--- src/rtl/pci_pkg.sv ---
// Shared types and constants for the PCI-style bus arbiter and device models.
package pci_pkg;

  typedef enum logic [1:0] {
    IDLE  = 2'd0,
    GRANT = 2'd1,
    BUSY  = 2'd2,
    TURN  = 2'd3
  } arb_state_t;

  localparam logic [3:0] PCI_CMD_READ  = 4'b0000;
  localparam logic [3:0] PCI_CMD_WRITE = 4'b1000;

endpackage

--- src/rtl/pci_bus_arbiter_if.sv ---
// Request/grant and observed bus-phase signals between the arbiter and the devices.
interface pci_bus_arbiter_if #(
  parameter int unsigned NUM_DEV = 4,
  parameter int unsigned IDX_W   = $clog2(NUM_DEV)
);
  logic [NUM_DEV-1:0] request;
  logic [NUM_DEV-1:0] grant;
  logic               iframe;
  logic               iready;
  logic [IDX_W-1:0]   owner;
  logic               owner_valid;
  logic               bus_idle;
  logic               timeout;

  modport master (
    input  request, iframe, iready,
    output grant, owner, owner_valid, bus_idle, timeout
  );

  modport slave (
    output request, iframe, iready,
    input  grant, owner, owner_valid, bus_idle, timeout
  );
endinterface

--- src/rtl/pci_bus_arbiter_rr_picker.sv ---
// Combinational round-robin picker: first set req bit searching upward from ptr+1, with wrap.
module rr_picker #(
  parameter int unsigned NUM_DEV = 4,
  parameter int unsigned IDX_W   = $clog2(NUM_DEV)
) (
  input  logic [NUM_DEV-1:0] req,
  input  logic [IDX_W-1:0]   ptr,
  output logic [IDX_W-1:0]   winner,
  output logic               any_req
);

  logic [IDX_W-1:0] idx;

  always_comb begin
    winner  = ptr;
    idx     = '0;
    any_req = |req;
    // Walk from farthest to nearest so the nearest requester is the last write.
    for (int i = NUM_DEV; i >= 1; i--) begin
      idx = IDX_W'((int'(ptr) + i) % NUM_DEV);
      if (req[idx]) winner = idx;
    end
  end

endmodule

--- src/rtl/pci_bus_arbiter.sv ---
// Round-robin central arbiter for the shared PCI-style bus; no preemption mid-transaction.
// Optional grant-inactivity timeout is compiled in with `define ARB_TIMEOUT_EN.
module pci_bus_arbiter
  import pci_pkg::*;
#(
  parameter int unsigned NUM_DEV = 4,
  parameter int unsigned IDX_W   = $clog2(NUM_DEV),
  parameter int unsigned TIMEOUT = 16
) (
  input logic               clk,
  input logic               rst_n,
  pci_bus_arbiter_if.master bus
);

  localparam logic [1:0] StIdle  = IDLE;
  localparam logic [1:0] StGrant = GRANT;
  localparam logic [1:0] StBusy  = BUSY;
  localparam logic [1:0] StTurn  = TURN;

  localparam logic [NUM_DEV-1:0] GntNone = '1;
  localparam logic [IDX_W-1:0]   PtrRst  = IDX_W'(NUM_DEV - 1);

  logic [1:0]         state_q, state_d;
  logic [NUM_DEV-1:0] grant_q, grant_d;
  logic [IDX_W-1:0]   owner_q, owner_d;
  logic [IDX_W-1:0]   rr_ptr_q, rr_ptr_d;
  logic               timeout_q, timeout_d;
  logic [IDX_W-1:0]   pick;
  logic               any_req;

`ifdef ARB_TIMEOUT_EN
  localparam int unsigned CntW = (TIMEOUT > 2) ? $clog2(TIMEOUT) : 1;
  logic [CntW-1:0] cnt_q, cnt_d;
`else
  logic unused_timeout_param;
  assign unused_timeout_param = ^TIMEOUT;
`endif

  rr_picker #(
    .NUM_DEV (NUM_DEV),
    .IDX_W   (IDX_W)
  ) u_picker (
    .req     (~bus.request),
    .ptr     (rr_ptr_q),
    .winner  (pick),
    .any_req (any_req)
  );

  always_comb begin
    state_d   = state_q;
    grant_d   = grant_q;
    owner_d   = owner_q;
    rr_ptr_d  = rr_ptr_q;
    timeout_d = 1'b0;
`ifdef ARB_TIMEOUT_EN
    cnt_d     = cnt_q;
`endif
    case (state_q)
      StIdle: begin
        if (any_req) begin
          grant_d  = ~(NUM_DEV'(1) << pick);
          owner_d  = pick;
          rr_ptr_d = pick;
          state_d  = StGrant;
`ifdef ARB_TIMEOUT_EN
          cnt_d    = '0;
`endif
        end
      end
      StGrant: begin
        // iframe takes priority over a same-cycle request withdrawal.
        if (!bus.iframe) begin
          state_d = StBusy;
        end else if (bus.request[owner_q]) begin
          grant_d = GntNone;
          state_d = StTurn;
        end
`ifdef ARB_TIMEOUT_EN
        else if (cnt_q == CntW'(TIMEOUT - 1)) begin
          grant_d   = GntNone;
          timeout_d = 1'b1;
          state_d   = StTurn;
        end else begin
          cnt_d = cnt_q + CntW'(1);
        end
`endif
      end
      StBusy: begin
        if (bus.iframe && bus.iready) begin
          grant_d = GntNone;
          state_d = StTurn;
        end
      end
      StTurn: begin
        state_d = StIdle;
      end
      default: begin
        grant_d = GntNone;
        state_d = StIdle;
      end
    endcase
  end

  always_ff @(posedge clk or negedge rst_n) begin
    if (!rst_n) begin
      state_q   <= StIdle;
      grant_q   <= GntNone;
      owner_q   <= '0;
      rr_ptr_q  <= PtrRst;
      timeout_q <= 1'b0;
    end else begin
      state_q   <= state_d;
      grant_q   <= grant_d;
      owner_q   <= owner_d;
      rr_ptr_q  <= rr_ptr_d;
      timeout_q <= timeout_d;
    end
  end

`ifdef ARB_TIMEOUT_EN
  always_ff @(posedge clk or negedge rst_n) begin
    if (!rst_n) begin
      cnt_q <= '0;
    end else begin
      cnt_q <= cnt_d;
    end
  end
`endif

  assign bus.grant       = grant_q;
  assign bus.owner       = owner_q;
  assign bus.owner_valid = ~&grant_q;
  assign bus.bus_idle    = (state_q == StIdle);
  assign bus.timeout     = timeout_q;

endmodule

--- src/flat_wrapper.sv ---
// flat-port wrapper written by rule: the top's interface ports become plain ports
module pci_bus_arbiter_flat import pci_pkg::*;
#(
  parameter int unsigned NUM_DEV = 4,
  parameter int unsigned IDX_W   = $clog2(NUM_DEV),
  parameter int unsigned TIMEOUT = 16
)
  (clk, rst_n, bus_request, bus_iframe, bus_iready, bus_grant, bus_owner, bus_owner_valid, bus_bus_idle, bus_timeout);
  pci_bus_arbiter_if #(.NUM_DEV(NUM_DEV), .IDX_W(IDX_W)) bus_i ();
  input logic clk;
  input logic rst_n;
  input wire logic [$bits(bus_i.request)-1:0] bus_request;
  input wire logic [$bits(bus_i.iframe)-1:0] bus_iframe;
  input wire logic [$bits(bus_i.iready)-1:0] bus_iready;
  output wire logic [$bits(bus_i.grant)-1:0] bus_grant;
  output wire logic [$bits(bus_i.owner)-1:0] bus_owner;
  output wire logic [$bits(bus_i.owner_valid)-1:0] bus_owner_valid;
  output wire logic [$bits(bus_i.bus_idle)-1:0] bus_bus_idle;
  output wire logic [$bits(bus_i.timeout)-1:0] bus_timeout;
  assign bus_i.request = bus_request;
  assign bus_i.iframe = bus_iframe;
  assign bus_i.iready = bus_iready;
  assign bus_grant = bus_i.grant;
  assign bus_owner = bus_i.owner;
  assign bus_owner_valid = bus_i.owner_valid;
  assign bus_bus_idle = bus_i.bus_idle;
  assign bus_timeout = bus_i.timeout;
  pci_bus_arbiter #(.NUM_DEV(NUM_DEV), .IDX_W(IDX_W), .TIMEOUT(TIMEOUT)) u_core (.clk(clk), .rst_n(rst_n), .bus(bus_i));
endmodule
--- config.mk ---
export PLATFORM = sky130hd
export DESIGN_NAME = pci_bus_arbiter_flat
export DESIGN_NICKNAME = d
export VERILOG_FILES = /design/src/rtl/pci_pkg.sv /design/src/rtl/pci_bus_arbiter_if.sv /design/src/rtl/pci_bus_arbiter_rr_picker.sv /design/src/rtl/pci_bus_arbiter.sv /design/src/flat_wrapper.sv
export SDC_FILE = /design/constraint.sdc
export NUM_CORES = 1
export LEC_CHECK = 0
export CAP_MARGIN = 20
export CORE_AREA = 5 5 42 44
export DETAILED_ROUTE_END_ITERATION = 12
export DIE_AREA = 0 0 47 49
export DONT_BUFFER_PORTS = 1
export HOLD_SLACK_MARGIN = 0.15
export PLACE_DENSITY_LB_ADDON = 0.08
export SLEW_MARGIN = 20
export SYNTH_ARGS = -nofsm -noshare
export SYNTH_HDL_FRONTEND = slang
export SYNTH_SLANG_ARGS = --single-unit
--- constraint.sdc ---
create_clock -name clk -period 1.9 [get_ports clk]
set_clock_uncertainty 0.1 [all_clocks]
set_input_delay 0.475 -clock clk [delete_from_list [all_inputs] [get_ports clk]]
set_output_delay 0.475 -clock clk [all_outputs]
set_load 0.01 [all_outputs]
==> results.ini, run 1 <==
[floorplan]
die_x_um=47
row_count=14
chipHeight_um=49
initial_core_util_pct=47.9
die_area_sq_um=2300
top_level_ports=17
fp.coreArea_sq_um=1400

[sta]
rsz0062_at_grt=no
tns_ns=0
hold_ws_ns=0.339
finalSetupViolCount=0
final.min_clock_period_ns=1.73
fmax_mhz=577
hold_viol=0
maxSlewViolCount=0
period_share_pct=91.3

[global_route]
antenna_found_initial=0
grt_overflow=0
grt_pass1_vias=518
grt_pass1_wl_um=2180
grt_max_degree=11
track_usage_pct=12.8

[synth]
netlist_instances=64
syn-cell-area_sq_um=672
syn_area_per_cell_sq_um=10.5
yosysUniqueCellTypes=31
synth_nets=76
async_flop_share_pct=100
yosysWarnings=0
ys.flop_type=dfstp_2
synth_seq_cells=10
synth_edf_count=0
ys_seq_area_share_pct=38.4

[clock_tree]
post-cts-setup-buffers=0
cts_num_sinks=10
htree_levels=1
cts_tree=built
clockRootBuffer=clkbuf_4
cts_made_buffers=3
clock_path_buffers=2
insertion_delay_ns=0.26
path_clk_slew_ns=0.07

[final_layout]
diodes=0
nNetsFinal=81
drive_gt1_share_pct=23.5
final_cell_area_sq_um=731
area_growth_pct=8.75
fill_cells=130

[routing]
drcViolationCount=0
drtAntennaViolNets=0
wl_per_cell_um=14.7
drt_iter0_markers=8
viasPerCell=5.95
vias=500
routed_wl_um=1240
drtPass1Iterations=4

[setup_path]
endpoint_kind=flip-flop
critPathRequiredTime_ns=1.94
cp-start-kind=flip-flop
r2r_cells=5
cp_data_arrival_time_ns=1.78
crit_fanout=5
critPathKind=reg -> reg

[placement]
dpl_cell_area_sq_um=684
place.gp.congestion=0.749
place_hpwl_um=1040
portBuffers=0

[worst_hold_path]
hold_depth=2
hold_path_class=in -> reg

[power]
p_total_w=0.00129
power.density_nw_per_um2=1770
vdd_ir_drop_max_mv=0.747
leakagePower_nw=0.317

[run]
cap_viol_max_count=0

[status]
status=complete, no violations

[synth_stat cells, types with 2 or more instances]
master / number / share of area, %
mux2i_1: 4 / 6.0
nor2_1: 4 / 2.2
nand2b_1: 2 / 1.9
nand3_1: 2 / 1.5
mux2_2: 2 / 3.4
inv_1: 2 / 1.1
a21oi_1: 6 / 4.5
dfstp_2: 6 / 23
a31oi_1: 4 / 3.7
nor2b_1: 2 / 1.9
ha_1: 4 / 7.4
dfrtp_1: 4 / 15
a21o_1: 2 / 2.2
nand2_1: 3 / 1.7
[cells by family (layout without fill, tap and decap cells)]
group,Yosys count,in the layout,share of synthesized area [%]
adders and majority gates,4,4,7.45
DFF,10,10,38.4
muxes,7,7,11.5
buffers and inverters,3,7,2.24
and+or+nand+nor,18,18,14.7
AOI/OAI and AO/OA,21,21,25.1
other,1,1,0.558
[worst max-delay path: stages, from the launching register on]
cell and delay (ns):
dfrtp_1 0.40, inv_1 0.12, ha_1 0.35, a22o_1 0.21, o21bai_4 0.13, mux2_4 0.31
[cell usage in the layout, fill, tap and decap left out, types with 2 or more instances in the layout]
cell type	synthesis	layout
mux2i_1	4	4
dfstp_2	6	6
nand2_1	3	3
inv_1	2	2
ha_1	4	4
clkbuf_4	0	3
dfrtp_1	4	4
nor2_1	4	4
a21o_1	2	2
a31oi_1	4	4
nand3_1	2	2
mux2_2	2	2
nor2b_1	2	2
nand2b_1	2	2
a21oi_1	6	6
[stage by stage]
step	instances	worst slack, ns	util (%)
after global placement	79	0.187	48.8
after floorplan	64	0.260	-
final	84	0.165	52.1
after global routing	84	0.0709	52.1
after detailed placement	79	0.176	48.8
after CTS	84	0.162	52.1
[registers in the layout, summed over array words and instances, names as in the netlist]
name              flops
u_core.rr_ptr_q       2
u_core.bus.owner      2
u_core.state_q        2
u_core.bus.grant      4
[layout make-up]
type	instances	area [sq um]	share of cell area, %
clock buffers	4	36.3	4.97
inverters	2	7.51	1.03
multi-input cells	51	399	54.6
flip-flops and latches	10	258	35.3
well taps	16	20.0	2.74
repair buffers	1	10.0	1.37
[metal layers]
layer  up-vias  track usage, %  part of all wire [%]
li1        246               -                     -
met1       245            16.9                    43
met2         7            19.9                    51
met3         2            3.32                   5.3
met4         0            4.15                  0.49
met5         -               0                     0
[timing repair]
action	CTS	global route
hold buffers	1	0
resized for setup	0	0
hold endpoints to repair	10	0
[report_power, final]
part           internal [W]  switching (W)
Combinational      0.000319       0.000332
Sequential         0.000336       0.000122
Clock              0.000116      0.0000689
[worst paths after layout]
kind,to,slack [ns],startpoint
setup / recovery,u_core.state_q[1],0.17,u_core.state_q[0]
hold / removal,u_core.state_q[0],0.34,bus_iframe
setup reg to reg,u_core.state_q[1],0.17,u_core.state_q[0]
hold reg to reg,u_core.rr_ptr_q[1],0.43,u_core.rr_ptr_q[1]
max in group asynchronous,u_core.bus.grant[0],0.89,rst_n
min in group asynchronous,u_core.bus.owner[1],0.48,rst_n
Note: power is estimated with default switching activity, not from simulation.
==> run 2: changes to the inputs <==
--- a/config.mk
+++ b/config.mk
@@ -5,10 +5,11 @@
 export SDC_FILE = /design/constraint.sdc
 export NUM_CORES = 1
 export LEC_CHECK = 0
+export ABC_AREA = 1
 export CAP_MARGIN = 20
-export CORE_AREA = 5 5 42 44
+export CORE_MARGIN = 5
+export CORE_UTILIZATION = 40
 export DETAILED_ROUTE_END_ITERATION = 12
-export DIE_AREA = 0 0 47 49
 export DONT_BUFFER_PORTS = 1
 export HOLD_SLACK_MARGIN = 0.15
 export PLACE_DENSITY_LB_ADDON = 0.08
==> run 2 against run 1 <==
  * First-iteration DRC count increased by 100%
  * Synthesized area increased by 22%
  * Sequential power increased by 7.9%
  * Clock power decreased by 18%
  * Largest power group unchanged
  * Combinational power increased by 66%
  * Final area increased by 20%
  * Fmax increased by 2.6%
  * Setup slack improved by 0.044 ns
==> results.ini, run 2 <==
[floorplan]
chipHeight_um=55.3  ; was 49 um
row_count=16  ; was 14
die_x_um=55.3  ; was 47 um
initial_core_util_pct=41.8  ; was 47.9%
fp.coreArea_sq_um=1960  ; was 1400 sq um
die_area_sq_um=3060  ; was 2300 sq um
top_level_ports=17  ; unchanged

[final_layout]
area_growth_pct=6.55  ; was 8.75%
fill_cells=224  ; was 130
final_cell_mix=39 x nand2_1, 16 x nor2_1, 12 x inv_1, 12 x nand3_1, 8 x nand2_2  ; was 6 x a21oi_1, 6 x dfstp_2
final_common_cell=nand2_1
diodes=0  ; unchanged
drive_gt1_share_pct=20.5  ; was 23.5%
nNetsFinal=140  ; was 81
layoutNonFillerInstCount=154  ; was 84
largest_register_ffs=4  ; unchanged

[global_route]
track_usage_pct=12.3  ; was 12.8%
grt_max_degree=11  ; unchanged
antenna_found_initial=0  ; unchanged
grt_overflow=0  ; unchanged
grt_pass1_wl_um=3040  ; was 2180 um
grt_pass1_vias=720  ; was 518

[routing]
drcViolationCount=0  ; unchanged
drtPass1Iterations=4  ; unchanged
wl_per_cell_um=11.4  ; was 14.7 um
viasPerCell=4.84  ; was 5.95
drtAntennaViolNets=0  ; unchanged
vias=746  ; was 500
drt_iter0_markers=16  ; was 8
routed_wl_um=1760  ; was 1240 um

[sta]
maxSlewViolCount=0  ; unchanged
fmax_mhz=592  ; was 577 MHz
rsz0062_at_grt=no  ; unchanged
final.min_clock_period_ns=1.69  ; was 1.73 ns
hold_viol=0  ; unchanged
period_share_pct=89.0  ; was 91.3%
tns_ns=0  ; unchanged
finalSetupViolCount=0  ; unchanged

[run]
cap_viol_max_count=0  ; unchanged

[setup_path]
cp_data_arrival_time_ns=1.78  ; about the same
r2r_cells=11  ; was 5
critPathRequiredTime_ns=1.99  ; was 1.94 ns
cp-start-kind=flip-flop  ; unchanged
endpoint_kind=flip-flop  ; unchanged
critPathKind=reg -> reg  ; unchanged
crit_fanout=9  ; was 5

[synth]
async_flop_share_pct=100  ; unchanged
synth_seq_cells=10  ; unchanged
yosysWarnings=0  ; unchanged
ys.flop_type=dfstp_2  ; unchanged
synth_most_common_cell=nand2_1
ys_seq_area_share_pct=31.4  ; was 38.4%
netlist_instances=124  ; was 64
syn_area_per_cell_sq_um=6.62  ; was 10.5 sq um
synth_area_leader_cell=dfstp_2  ; unchanged
yosysUniqueCellTypes=21  ; was 31
synth_nets=136  ; was 76
synth_edf_count=0  ; unchanged
yosys-top-cells-area=dfstp_2 19%, nand2_1 18%, dfrtp_1 12%, nor2_1 7.8%, nand3_1 7.3%  ; was dfstp_2 23%, dfrtp_1 15%, ha_1 7.4%, mux2i_1 6.0%, a21oi_1 4.5%
synth_common_cells=39 x nand2_1, 17 x nor2_1, 12 x inv_1, 12 x nand3_1, 8 x nand2_2  ; was 6 x a21oi_1, 6 x dfstp_2
syn-cell-area_sq_um=821  ; was 672 sq um
yosysTopAreaCellShare_pct=19.2  ; was 23.5%

[clock_tree]
post-cts-setup-buffers=0  ; unchanged
cts_made_buffers=3  ; unchanged
htree_levels=1  ; unchanged
clock_path_buffers=2  ; unchanged
cts_num_sinks=10  ; unchanged
insertion_delay_ns=0.26  ; about the same
cts_tree=built  ; unchanged
clockRootBuffer=clkbuf_4  ; unchanged
path_clk_slew_ns=0.07  ; about the same

[placement]
place.gp.congestion=0.749  ; about the same
portBuffers=0  ; unchanged
place_hpwl_um=1440  ; was 1040 um
place_inst=149  ; was 79

[worst_hold_path]
hold_path_class=in -> reg  ; unchanged
hold_depth=4  ; was 2

[power]
power.density_nw_per_um2=1980  ; was 1770 nW/um^2
vdd_ir_drop_max_mv=0.819  ; was 0.747 mV
leakagePower_nw=0.453  ; was 0.317 nW

[status]
status=complete, no violations  ; unchanged

[run 2: cell types whose count changed after synthesis, sizes merged, moves of 3 or more]
cell   before  now
nand2       3   48
nor2        4   18
inv         2   15
nand3       2   14
o21ai       1    7
a21oi       6    1
a31oi       4    0
mux2i       4    0
mux2        3    0
[run 2: worst max-delay path, cell delays in order, from the launching register on]
cell,delay (ns)
dfstp_2,0.66
nand2_1,0.10
nand2_2,0.09
inv_1,0.05
nand2_1,0.08
nand2_1,0.06
inv_2,0.09
nand2_2,0.07
nand2_1,0.07
nand3_2,0.08
nor2_1,0.11
nor2_1,0.05
[run 2: where the power goes]
| group | switching (W) | leakage, nW | total (W) | internal [W] |
|---|---|---|---|---|
| sequential | 0.000146 | 0.112 | 0.000494 | 0.000348 |
| clock | 0.0000705 | 0.0150 | 0.000151 | 0.0000810 |
| combinational | 0.000708 | 0.327 | 0.00108 | 0.000374 |
| total | 0.000925 | 0.453 | 0.00173 | 0.000802 |
[run 2: cells by family (layout without fill, tap and decap cells)]
group / Yosys count / in the layout / share of synthesized area [%]
AOI/OAI and AO/OA: 8 / 8 / 4.88
DFF: 10 / 10 / 31.4
buffers and inverters: 18 / 21 / 10.4
and+or+nand+nor: 83 / 83 / 46.8
adders and majority gates: 4 / 4 / 6.10
other: 1 / 1 / 0.457
[run 2: routing by layer]
| layer | vias to the layer above | part of all wire (%) | GRT usage (%) |
|---|---|---|---|
| li1 | 389 | - | - |
| met1 | 339 | 47 | 13.9 |
| met2 | 16 | 47 | 20.9 |
| met4 | 0 | 0.57 | 3.13 |
| met5 | - | 0 | 0 |
| met3 | 2 | 5.4 | 5.59 |
[run 2: stage by stage]
| step | area, sq um | util (%) | setup WS [ns] | hold WS [ns] | power, W |
|---|---|---|---|---|---|
| 2_1_floorplan | 821 | - | 0.373 | 0.0794 | 0.00139 |
| 3_3_place_gp | 836 | 42.6 | 0.204 | 0.0800 | 0.00156 |
| 3_5_place_dp | 836 | 42.6 | 0.182 | 0.0802 | 0.00157 |
| 4_1_cts | 872 | 44.5 | 0.156 | 0.370 | 0.00174 |
| 5_1_grt | 875 | 44.6 | 0.0166 | 0.399 | 0.00196 |
| 6_report | 875 | 44.6 | 0.210 | 0.377 | 0.00173 |
[run 2: cell type report]
| type | count | area [sq um] | share of cell area, % |
|---|---|---|---|
| Multi-Input combinational cell | 96 | 480 | 54.9 |
| Clock buffer | 4 | 26.3 | 3.00 |
| Sequential cell | 10 | 258 | 29.5 |
| Timing Repair Buffer | 1 | 10.0 | 1.14 |
| Tap cell | 27 | 33.8 | 3.86 |
| Inverter | 16 | 66.3 | 7.58 |
[run 2: final timing paths]
| check | endpoint | from | slack, ns |
|---|---|---|---|
| hold reg to reg | u_core.bus.grant[3] | u_core.bus.grant[3] | 0.44 |
| max in group asynchronous | u_core.bus.grant[2] | rst_n | 0.86 |
| setup reg to reg | u_core.bus.grant[2] | u_core.rr_ptr_q[0] | 0.21 |
| setup / recovery | u_core.bus.grant[2] | u_core.rr_ptr_q[0] | 0.21 |
| hold / removal | u_core.state_q[0] | bus_iframe | 0.38 |
| min in group asynchronous | u_core.state_q[0] | rst_n | 0.49 |
[run 2: repair_timing]
item	CTS	global route
hold endpoints to repair	10	0
setup endpoints to repair	0	4
gates resized for setup	0	1
hold buffers	1	0
==> run 3: changes to the inputs <==
--- a/config.mk
+++ b/config.mk
@@ -7,6 +7,7 @@
 export LEC_CHECK = 0
 export ABC_AREA = 1
 export CAP_MARGIN = 20
+export CORE_ASPECT_RATIO = 0.9
 export CORE_MARGIN = 5
 export CORE_UTILIZATION = 40
 export DETAILED_ROUTE_END_ITERATION = 12
==> run 3 against run 2 <==
  * Critical path depth shrank 2
  * Non-clock buffer count is the same
  * Core utilization grew 0.92 points
  * Clock-buffer cell count is the same
  * Sequential power shrank 0.8%
  * Setup slack lost 0.0095 ns
  * Wire length shrank 0.28%
  * Sequential share of layout area shrank 0.17 points
  * Combinational power is essentially flat
  * Largest cell class unchanged
  * Largest power group unchanged
  * Highest routed layer unchanged
==> results.ini, run 3 (same netlist as run 2, synthesis figures left out) <==
[floorplan]
row_count=15  ; was 16
die_area_sq_um=3060  ; about the same
initial_core_util_pct=42.5  ; was 41.8%
chipHeight_um=53.0  ; was 55.3 um
top_level_ports=17  ; unchanged
die_x_um=57.8  ; was 55.3 um
fp.coreArea_sq_um=1930  ; was 1960 sq um

[global_route]
grt_max_degree=11  ; unchanged
grt_pass1_vias=726  ; was 720
track_usage_pct=13.5  ; was 12.3%
grt_pass1_wl_um=3150  ; was 3040 um
antenna_found_initial=0  ; unchanged
grt_overflow=0  ; unchanged

[power]
switching_share_pct=52.6  ; was 53.6%
p_comb_share_pct=61.0  ; was 62.6%
power.density_nw_per_um2=2000  ; was 1980 nW/um^2
p_int_w=0.000832  ; was 0.000802 W
leakagePower_nw=0.459  ; was 0.453 nW
p_sw_w=0.000924  ; was 0.000925 W
p_seq_share_pct=27.9  ; was 28.6%
pwr-share-clk_pct=11.1  ; was 8.8%
vdd_ir_drop_max_mv=0.940  ; was 0.819 mV

[run]
cap_viol_max_count=0  ; unchanged

[final_layout]
diodes=0  ; unchanged
nNetsFinal=140  ; unchanged
layoutNonFillerInstCount=152  ; was 154
final_cell_mix=39 x nand2_1, 17 x nor2_1, 12 x inv_1, 12 x nand3_1, 8 x nand2_2  ; was 39 x nand2_1, 16 x nor2_1, 12 x inv_1, 12 x nand3_1, 8 x nand2_2
largest_register_ffs=4  ; unchanged
final_cell_area_sq_um=880  ; was 875 sq um
drive_gt1_share_pct=20.5  ; unchanged
final_common_cell=nand2_1  ; unchanged
area_growth_pct=7.16  ; was 6.55%

[setup_path]
cp_slowest_cell=dfstp_2  ; unchanged
slowest_delay_ns=0.65  ; was 0.66 ns
cp_cell_sequence=nand2_1 > nand2_2 > inv_1 > nand2_1 > nand2_1 > inv_2 > nand3_1 > nand3_1 > o21ai_0  ; was nand2_1 > nand2_2 > inv_1 > nand2_1 > nand2_1 > inv_2 > nand2_2 > nand2_1 > nand3_2 > nor2_1 > nor2_1
crit_fanout=9  ; unchanged
ff2ff_setup_slack_ns=0.20  ; was 0.21 ns
crit_top_cell=nand2_1  ; unchanged
r2r_cells=9  ; was 11
cp_data_arrival_time_ns=1.74  ; was 1.78 ns
critPathKind=reg -> reg  ; unchanged
endpoint_kind=flip-flop  ; unchanged
reg2reg_from=u_core.rr_ptr_q[0]  ; unchanged
critPathRequiredTime_ns=1.94  ; was 1.99 ns
r2r-end=u_core.bus.owner[0]  ; was u_core.bus.grant[2]
cp-start-kind=flip-flop  ; unchanged

[routing]
wl_per_cell_um=11.5  ; was 11.4 um
drcViolationCount=0  ; unchanged
drt_iter0_markers=20  ; was 16
vias=737  ; was 746
routed_wl_um=1750  ; was 1760 um
drtPass1Iterations=4  ; unchanged
viasPerCell=4.85  ; was 4.84
drtAntennaViolNets=0  ; unchanged

[placement]
place_inst=147  ; was 149
place.gp.congestion=0.761  ; was 0.749
pre_cts_slack_ns=0.224  ; was 0.182 ns
portBuffers=0  ; unchanged
dpl_cell_area_sq_um=833  ; was 836 sq um
place_hpwl_um=1440  ; about the same

[sta]
maxSlewViolCount=0  ; unchanged
fin_ws_ns=0.200  ; was 0.210 ns
finalSetupViolCount=0  ; unchanged
rsz0062_at_grt=no  ; unchanged
tns_ns=0  ; unchanged
fmax_mhz=588  ; was 592 MHz
final.min_clock_period_ns=1.70  ; was 1.69 ns
hold_viol=0  ; unchanged
hold_ws_ns=0.370  ; was 0.377 ns
period_share_pct=89.5  ; was 89.0%

[clock_tree]
path_clk_slew_ns=0.07  ; about the same
ctsHoldBuffers=1  ; unchanged
insertion_delay_ns=0.26  ; about the same
cts_tree=built  ; unchanged
cts_made_buffers=3  ; unchanged
post-cts-setup-buffers=0  ; unchanged
clockRootBuffer=clkbuf_4  ; unchanged
htree_levels=1  ; unchanged
cts_num_sinks=10  ; unchanged
clock_path_buffers=2  ; unchanged
cts_resized=0  ; unchanged

[worst_hold_path]
hp-start=bus_iframe  ; unchanged
hold_depth=4  ; unchanged
hold_path_class=in -> reg  ; unchanged
holdPathEnd=u_core.state_q[0]  ; unchanged

[status]
status=complete, no violations  ; unchanged

==> run 3: stage by stage <==
step                utilization (%)  total power (W)
floorplan                         -          0.00139
global placement               43.1          0.00157
detailed placement             43.1          0.00157
CTS                            45.5          0.00179
global route                   45.5          0.00199
finish                         45.5          0.00176
==> run 3: per-layer routing <==
| metal | routed length, um | GRT usage, % | up-vias |
|---|---|---|---|
| met5 | 0 | 0 | - |
| met4 | 14 | 3.47 | 0 |
| met3 | 112 | 5.37 | 2 |
| met2 | 766 | 21.8 | 17 |
| met1 | 857 | 16.8 | 329 |
| li1 | - | - | 389 |
==> run 3: worst max-delay path, delay by kind of cell, from the launching register on <==
family,cells,cell delay [ns]
flip-flops,1,0.65
AND/OR/NAND/NOR,6,0.57
buffers and inverters,2,0.14
AO/OA/AOI/OAI,1,0.09
==> run 3: worst max-delay path by stage <==
stage	to	depth (start not counted)	slack (ns)	start
6_report	u_core.bus.owner[0]	9	0.20	u_core.rr_ptr_q[0]
3_5_place_dp	u_core.bus.grant[2]	10	0.22	u_core.state_q[0]
2_1_floorplan	u_core.bus.owner[1]	10	0.37	u_core.rr_ptr_q[0]
4_1_cts	u_core.bus.owner[0]	9	0.20	u_core.rr_ptr_q[0]
5_1_grt	u_core.bus.grant[3]	10	0.02	u_core.state_q[1]
3_3_place_gp	u_core.bus.grant[1]	10	0.22	u_core.state_q[0]
==> run 3: power groups by stage <==
stage / Clock [W] / Sequential [W] / Combinational, W
2_1_floorplan: 0 / 0.000436 / 0.000954
3_3_place_gp: 0 / 0.000495 / 0.00107
3_5_place_dp: 0 / 0.000494 / 0.00108
4_1_cts: 0.000202 / 0.000492 / 0.00109
5_1_grt: 0.000214 / 0.000509 / 0.00127
6_report: 0.000194 / 0.000490 / 0.00107
==> run 3: area by class of cell <==
class | count | area [sq um]
Sequential cell | 10 | 258
Multi-Input combinational cell | 96 | 478
Inverter | 16 | 66.3
Clock buffer | 4 | 36.3
Timing Repair Buffer | 1 | 10.0
Tap cell | 25 | 31.3
Fill cell | 226 | 1050
